File: config.mk
export PLATFORM = sky130hd
export DESIGN_NAME = ps2_host_tx
export DESIGN_NICKNAME = d
export VERILOG_FILES = /design/src/rtl/ps2_pkg.sv /design/src/rtl/ps2_line_sync.sv /design/src/rtl/ps2_host_tx.sv
export SDC_FILE = /design/constraint.sdc
export NUM_CORES = 1
export LEC_CHECK = 0
export CORE_ASPECT_RATIO = 0.75
export CORE_MARGIN = 4
export CORE_UTILIZATION = 59
export DETAILED_ROUTE_END_ITERATION = 8
export HOLD_SLACK_MARGIN = 0.05
export PLACE_DENSITY = 0.84
export SYNTH_ARGS = -nofsm -noshare
export SYNTH_HDL_FRONTEND = slang
export SYNTH_SLANG_ARGS = --single-unit
File: constraint.sdc
create_clock -name clk -period 3.71 [get_ports clk]
set_clock_uncertainty 0.15 [all_clocks]
set_input_delay 0.742 -clock clk [delete_from_list [all_inputs] [get_ports clk]]
set_output_delay 0.742 -clock clk [all_outputs]
set_load 0.03 [all_outputs]
File: src/rtl/ps2_pkg.sv
// Shared PS/2 definitions: host-transmit FSM states, frame layout and command bytes.
package ps2_pkg;

  localparam int unsigned FRAME_BITS = 10;

  localparam logic [7:0] PS2_CMD_SET_LED = 8'hED;
  localparam logic [7:0] PS2_CMD_RESET   = 8'hFF;
  localparam logic [7:0] PS2_CMD_ENABLE  = 8'hF4;
  localparam logic [7:0] PS2_ACK_BYTE    = 8'hFA;

  typedef enum logic [2:0] {
    ST_IDLE      = 3'd0,
    ST_INHIBIT   = 3'd1,
    ST_REQ       = 3'd2,
    ST_SEND      = 3'd3,
    ST_ACK       = 3'd4,
    ST_WAIT_IDLE = 3'd5
  } ps2_tx_state_e;

  // Host-to-device frame after the start bit; bit 0 goes out first.
  typedef struct packed {
    logic       stop;
    logic       parity;
    logic [7:0] data;
  } ps2_frame_t;

  // Odd parity bit for a PS/2 byte.
  function automatic logic odd_parity(input logic [7:0] b);
    return ~^b;
  endfunction

  function automatic int unsigned max3(input int unsigned a, input int unsigned b,
                                       input int unsigned c);
    int unsigned m;
    m = (a > b) ? a : b;
    return (m > c) ? m : c;
  endfunction

endpackage

File: src/rtl/ps2_line_sync.sv
// Two-flop synchroniser and falling-edge detector for the PS/2 clock and data pins.
module ps2_line_sync (
  input  logic clk,
  input  logic reset,
  input  logic ps2_clk_in,
  input  logic ps2_data_in,
  output logic clk_s,
  output logic data_s,
  output logic clk_fall_c,
  output logic data_fall_c
);

  logic clk_meta_q, clk_meta_d;
  logic clk_sync_q, clk_sync_d;
  logic clk_prev_q, clk_prev_d;
  logic data_meta_q, data_meta_d;
  logic data_sync_q, data_sync_d;
  logic data_prev_q, data_prev_d;

  // Shift each pin through meta -> sync -> prev.
  always_comb begin
    clk_meta_d  = ps2_clk_in;
    clk_sync_d  = clk_meta_q;
    clk_prev_d  = clk_sync_q;
    data_meta_d = ps2_data_in;
    data_sync_d = data_meta_q;
    data_prev_d = data_sync_q;
  end

  // Reset to the idle-high bus level so no edge is seen coming out of reset.
  always_ff @(posedge clk or negedge reset) begin
    if (!reset) begin
      clk_meta_q  <= 1'b1;
      clk_sync_q  <= 1'b1;
      clk_prev_q  <= 1'b1;
      data_meta_q <= 1'b1;
      data_sync_q <= 1'b1;
      data_prev_q <= 1'b1;
    end else begin
      clk_meta_q  <= clk_meta_d;
      clk_sync_q  <= clk_sync_d;
      clk_prev_q  <= clk_prev_d;
      data_meta_q <= data_meta_d;
      data_sync_q <= data_sync_d;
      data_prev_q <= data_prev_d;
    end
  end

  assign clk_s       = clk_sync_q;
  assign data_s      = data_sync_q;
  assign clk_fall_c  = clk_prev_q & ~clk_sync_q;
  assign data_fall_c = data_prev_q & ~data_sync_q;

endmodule

File: src/rtl/ps2_host_tx.sv
// PS/2 host-to-device transmitter: inhibit, request-to-send, clocked-out frame, ACK check.
module ps2_host_tx
  import ps2_pkg::*;
#(
  parameter int unsigned INHIBIT_CYCLES = 3000,
  parameter int unsigned REQ_CYCLES     = 16,
  parameter int unsigned TIMEOUT_CYCLES = 375000
) (
  input  logic       clk,
  input  logic       reset,
  input  logic [7:0] tx_data,
  input  logic       tx_valid,
  output logic       tx_ready,
  output logic       tx_busy,
  output logic       tx_done,
  output logic       tx_error,
  input  logic       ps2_clk_in,
  input  logic       ps2_data_in,
  output logic       ps2_clk_oe,
  output logic       ps2_data_oe
);

  localparam int unsigned CNT_MAX = max3(INHIBIT_CYCLES, REQ_CYCLES, TIMEOUT_CYCLES);
  localparam int unsigned CNT_W   = $clog2(CNT_MAX + 1);
  localparam int unsigned BIT_W   = $clog2(FRAME_BITS);

  localparam logic [CNT_W-1:0] INH_LOAD = CNT_W'(INHIBIT_CYCLES - 1);
  localparam logic [CNT_W-1:0] REQ_LOAD = CNT_W'(REQ_CYCLES - 1);
  localparam logic [CNT_W-1:0] TO_LOAD  = CNT_W'(TIMEOUT_CYCLES - 1);
  localparam logic [BIT_W-1:0] LAST_BIT = BIT_W'(FRAME_BITS - 1);

  ps2_tx_state_e         state_q, state_d;
  logic [CNT_W-1:0]      cnt_q, cnt_d;
  logic [BIT_W-1:0]      bit_cnt_q, bit_cnt_d;
  logic [FRAME_BITS-1:0] frame_q, frame_d;
  logic                  ack_ok_q, ack_ok_d;
  logic                  clk_oe_q, clk_oe_d;
  logic                  data_oe_q, data_oe_d;
  logic                  ready_q, ready_d;
  logic                  busy_q, busy_d;
  logic                  done_q, done_d;
  logic                  error_q, error_d;

  logic clk_s, data_s, clk_fall_c;
  // The data falling edge only matters to the keyboard receiver.
  logic unused_data_fall;

  ps2_line_sync u_sync (
    .clk         (clk),
    .reset       (reset),
    .ps2_clk_in  (ps2_clk_in),
    .ps2_data_in (ps2_data_in),
    .clk_s       (clk_s),
    .data_s      (data_s),
    .clk_fall_c  (clk_fall_c),
    .data_fall_c (unused_data_fall)
  );

  // Next-state and registered-output logic; the shared counter times every phase.
  always_comb begin
    state_d   = state_q;
    cnt_d     = cnt_q;
    bit_cnt_d = bit_cnt_q;
    frame_d   = frame_q;
    ack_ok_d  = ack_ok_q;
    clk_oe_d  = 1'b0;
    data_oe_d = 1'b0;
    done_d    = 1'b0;
    error_d   = 1'b0;

    unique case (state_q)
      ST_IDLE: begin
        if (tx_valid && ready_q) begin
          frame_d   = ps2_frame_t'{stop: 1'b1, parity: odd_parity(tx_data), data: tx_data};
          bit_cnt_d = '0;
          ack_ok_d  = 1'b0;
          cnt_d     = INH_LOAD;
          clk_oe_d  = 1'b1;
          state_d   = ST_INHIBIT;
        end
      end

      ST_INHIBIT: begin
        clk_oe_d = 1'b1;
        if (cnt_q == '0) begin
          cnt_d     = REQ_LOAD;
          data_oe_d = 1'b1;
          state_d   = ST_REQ;
        end else begin
          cnt_d = cnt_q - CNT_W'(1);
        end
      end

      ST_REQ: begin
        clk_oe_d  = 1'b1;
        data_oe_d = 1'b1;
        if (cnt_q == '0) begin
          // Release the clock; the start bit stays on data until the first device edge.
          cnt_d    = TO_LOAD;
          clk_oe_d = 1'b0;
          state_d  = ST_SEND;
        end else begin
          cnt_d = cnt_q - CNT_W'(1);
        end
      end

      ST_SEND: begin
        data_oe_d = data_oe_q;
        if (cnt_q == '0) begin
          data_oe_d = 1'b0;
          error_d   = 1'b1;
          state_d   = ST_IDLE;
        end else begin
          cnt_d = cnt_q - CNT_W'(1);
          if (clk_fall_c) begin
            data_oe_d = ~frame_q[0];
            frame_d   = frame_q >> 1;
            bit_cnt_d = bit_cnt_q + BIT_W'(1);
            if (bit_cnt_q == LAST_BIT) begin
              state_d = ST_ACK;
            end
          end
        end
      end

      ST_ACK: begin
        // Timeout is checked first so it wins over a coincident ACK edge.
        if (cnt_q == '0) begin
          error_d = 1'b1;
          state_d = ST_IDLE;
        end else begin
          cnt_d = cnt_q - CNT_W'(1);
          if (clk_fall_c) begin
            ack_ok_d = ~data_s;
            state_d  = ST_WAIT_IDLE;
          end
        end
      end

      ST_WAIT_IDLE: begin
        if (clk_s && data_s) begin
          done_d  = ack_ok_q;
          error_d = ~ack_ok_q;
          state_d = ST_IDLE;
        end
      end

      default: begin
        state_d = ST_IDLE;
      end
    endcase

    ready_d = (state_d == ST_IDLE);
    busy_d  = ~ready_d;
  end

  // State and output registers; reset releases both lines immediately.
  always_ff @(posedge clk or negedge reset) begin
    if (!reset) begin
      state_q   <= ST_IDLE;
      cnt_q     <= '0;
      bit_cnt_q <= '0;
      frame_q   <= '0;
      ack_ok_q  <= 1'b0;
      clk_oe_q  <= 1'b0;
      data_oe_q <= 1'b0;
      ready_q   <= 1'b1;
      busy_q    <= 1'b0;
      done_q    <= 1'b0;
      error_q   <= 1'b0;
    end else begin
      state_q   <= state_d;
      cnt_q     <= cnt_d;
      bit_cnt_q <= bit_cnt_d;
      frame_q   <= frame_d;
      ack_ok_q  <= ack_ok_d;
      clk_oe_q  <= clk_oe_d;
      data_oe_q <= data_oe_d;
      ready_q   <= ready_d;
      busy_q    <= busy_d;
      done_q    <= done_d;
      error_q   <= error_d;
    end
  end

  assign tx_ready    = ready_q;
  assign tx_busy     = busy_q;
  assign tx_done     = done_q;
  assign tx_error    = error_q;
  assign ps2_clk_oe  = clk_oe_q;
  assign ps2_data_oe = data_oe_q;

endmodule
==> flow_summary.ini <==
[outcome]
status = complete, no violations

[yosys]
synth_cells = 324
synth_cell_type_count = 57
synth_flop_cell = dfrtp_1
yosysWarnings = 0
synth_area_per_cell_um2 = 8.64
synth-seq-cells = 48
syn_area_um2 = 2800
seq_area_frac_synth = 0.432
synth_fp_nets = 340
synthArstFlopShare = 1.00
synth_edf_count = 0

[finish]
nNetsFinal = 347
multi_input_area_um2 = 1470
final_common_cell = dfrtp_1
diodes = 0
fillers = 344
drive_gt1_frac = 0.0843
final_cell_mix = 42 x dfrtp_1, 32 x nand2_1, 30 x nor2_1, 24 x o21ai_0, 22 x nor3_1
syn2layout_area_growth_pct = 10.6
seq_area_um2 = 1210

[timing]
hold_violations = 0
tightest_slew_ns = 1.15
relSlewSlack = 0.227
finalCritPeriodShare = 0.869
setup_viol = 0
setup-tns-final_ns = 0
max_freq_mhz = 310
slew_viol_final = 0
grt_setup_unrepaired = false
period_needed_ns = 3.22

[worst_setup_path]
cp_max_fo = 17
cp.required_ns = 3.75
crit_type = reg -> reg
endpoint_kind = register
setup.worst_path.start_class = register
arrival_ns = 3.26

[global_route]
grt-ovfl-total = 0
first_global_vias = 2425
grt_max_degree = 49
grt_pass1_wl_um = 11500
grt_use_total = 0.249
antenna_found_initial = 0

[clocking]
h-tree-depth = 2
insertion_delay_ns = 0.31
clockBufferDepth = 2
holdBufCountCts = 0
cts_setup_buffers = 0
cts_made_buffers = 5
clock-sinks = 48
cts_tree = done
cts_root_buf = clkbuf_8
ctsResizeCount = 0
path_clk_slew_ns = 0.08

[route]
vias_per_cell = 6.60
via_count = 2566
drtPass1Iterations = 5
drc_errors = 0
drt.antenna.violating_nets = 0
routed_wl_um = 6840
wl_per_cell_um = 17.6
first_iter_violations = 198

[placement]
port_buffers = 18
place_congestion = 0.940
dp_hpwl_um = 4820

[floorplan]
core-area_um2 = 4520
die_area_um2 = 5920
die_w_um = 87.6
die_h_um = 67.7
initial_core_util = 0.620
ioPinCount = 19
std_cell_rows = 21

[pwr]
p_leak_nw = 1.22
peakVddDrop_uv = 230
power_per_cell_area_nw_per_um2 = 314
p_total_uw = 974

[min_path]
min_path_type = reg -> reg

[run]
cap_violations = 0
critical path: stages, from the launching register on:
cell and delay (ns):
dfrtp_1 0.44, or4_4 0.57, or3_1 0.47, or3_1 0.70, mux2i_1 0.26, o21ai_1 0.14, or3_1 0.37
report_power, final:
part	switching, mW	total [mW]	internal (mW)
logic	0.0221	0.0433	0.0211
clock network	0.181	0.401	0.220
registers	0.00200	0.530	0.528
total	0.205	0.974	0.769
metal layers:
metal / vias up / part of all wire / global-route usage
li1: 1200 / - / -
met1: 1212 / 0.46 / 0.371
met2: 138 / 0.43 / 0.364
met3: 16 / 0.089 / 0.0524
met4: 0 / 0.016 / 0.0709
met5: - / 0 / 0
path summary, 6_finish.rpt:
check	depth (start not counted)	endpoint	from	slack, ns
hold / removal	0	u_sync.data_s$_DFF_PN1_	u_sync.data_meta_q$_DFF_PN1_	0.21
setup / recovery	6	tx_busy$_DFF_PN0_	cnt_q[13]$_DFFE_PN0P_	0.49
setup reg to reg	6	tx_busy$_DFF_PN0_	cnt_q[13]$_DFFE_PN0P_	0.49
hold reg to reg	0	u_sync.data_s$_DFF_PN1_	u_sync.data_meta_q$_DFF_PN1_	0.21
max in group asynchronous	1	ack_ok_q$_DFFE_PN0P_	reset	2.28
min in group asynchronous	1	cnt_q[18]$_DFFE_PN0P_	reset	0.47
layout make-up:
class	instances	area share
clock buffer	6	0.0267
clock inverter	2	0.0125
inverter	7	0.00848
multi-input combinational	247	0.473
sequential	48	0.390
tap	57	0.0230
timing repair buffer	22	0.0662
state kept, by name, summed over array words and instances, names as in the netlist:
register,cells
u_sync.data_s,1
tx_done,1
u_sync.clk_meta_q,1
cnt_q,19
u_sync.data_meta_q,1
ack_ok_q,1
bit_cnt_q,4
u_sync.clk_s,1
ps2_clk_oe,1
tx_ready,1
state_q,3
ps2_data_oe,1
tx_busy,1
tx_error,1
u_sync.clk_prev_q,1
frame_q,10
cells by family (layout without fill, tap and decap cells):
logic type,count (synthesis),count (layout),share of synthesized area
compound gates,100,100,0.232
xor+xnor,9,9,0.0282
fa+ha+maj,3,3,0.0134
buf+inv,29,37,0.0451
flops,48,48,0.432
mux,2,2,0.00760
simple gates,133,133,0.242
stage by stage:
step	util	hold WS, ns	area (um2)	cells	setup slack [ns]
global placement	0.659	0.196	2980	381	0.407
detailed placement	0.659	0.198	2980	381	0.366
CTS	0.685	0.211	3100	389	0.514
global route	0.685	0.214	3100	389	0.310
finish	0.685	0.210	3100	389	0.487
floorplan	-	0.195	2800	324	0.998
cells in the mapped netlist, types with 4 or more instances:
library cell  instances  area share
a21oi_1              21       0.038
nor3_1               22       0.039
nand3_1               5      0.0089
nand2_1              32       0.043
nand2b_1              6       0.013
nor4_1                5       0.011
clkbuf_1             18       0.024
dfrtp_1              42        0.38
a211o_1               4       0.013
inv_1                 7      0.0094
o22ai_1               4      0.0089
xnor2_1               7       0.022
o21ai_0              24       0.043
nor2_1               30       0.040
dfstp_2               6       0.056
o211ai_1              6       0.016
or3_1                10       0.022
a31oi_1              11       0.025
(Power assumes the default switching activity.)
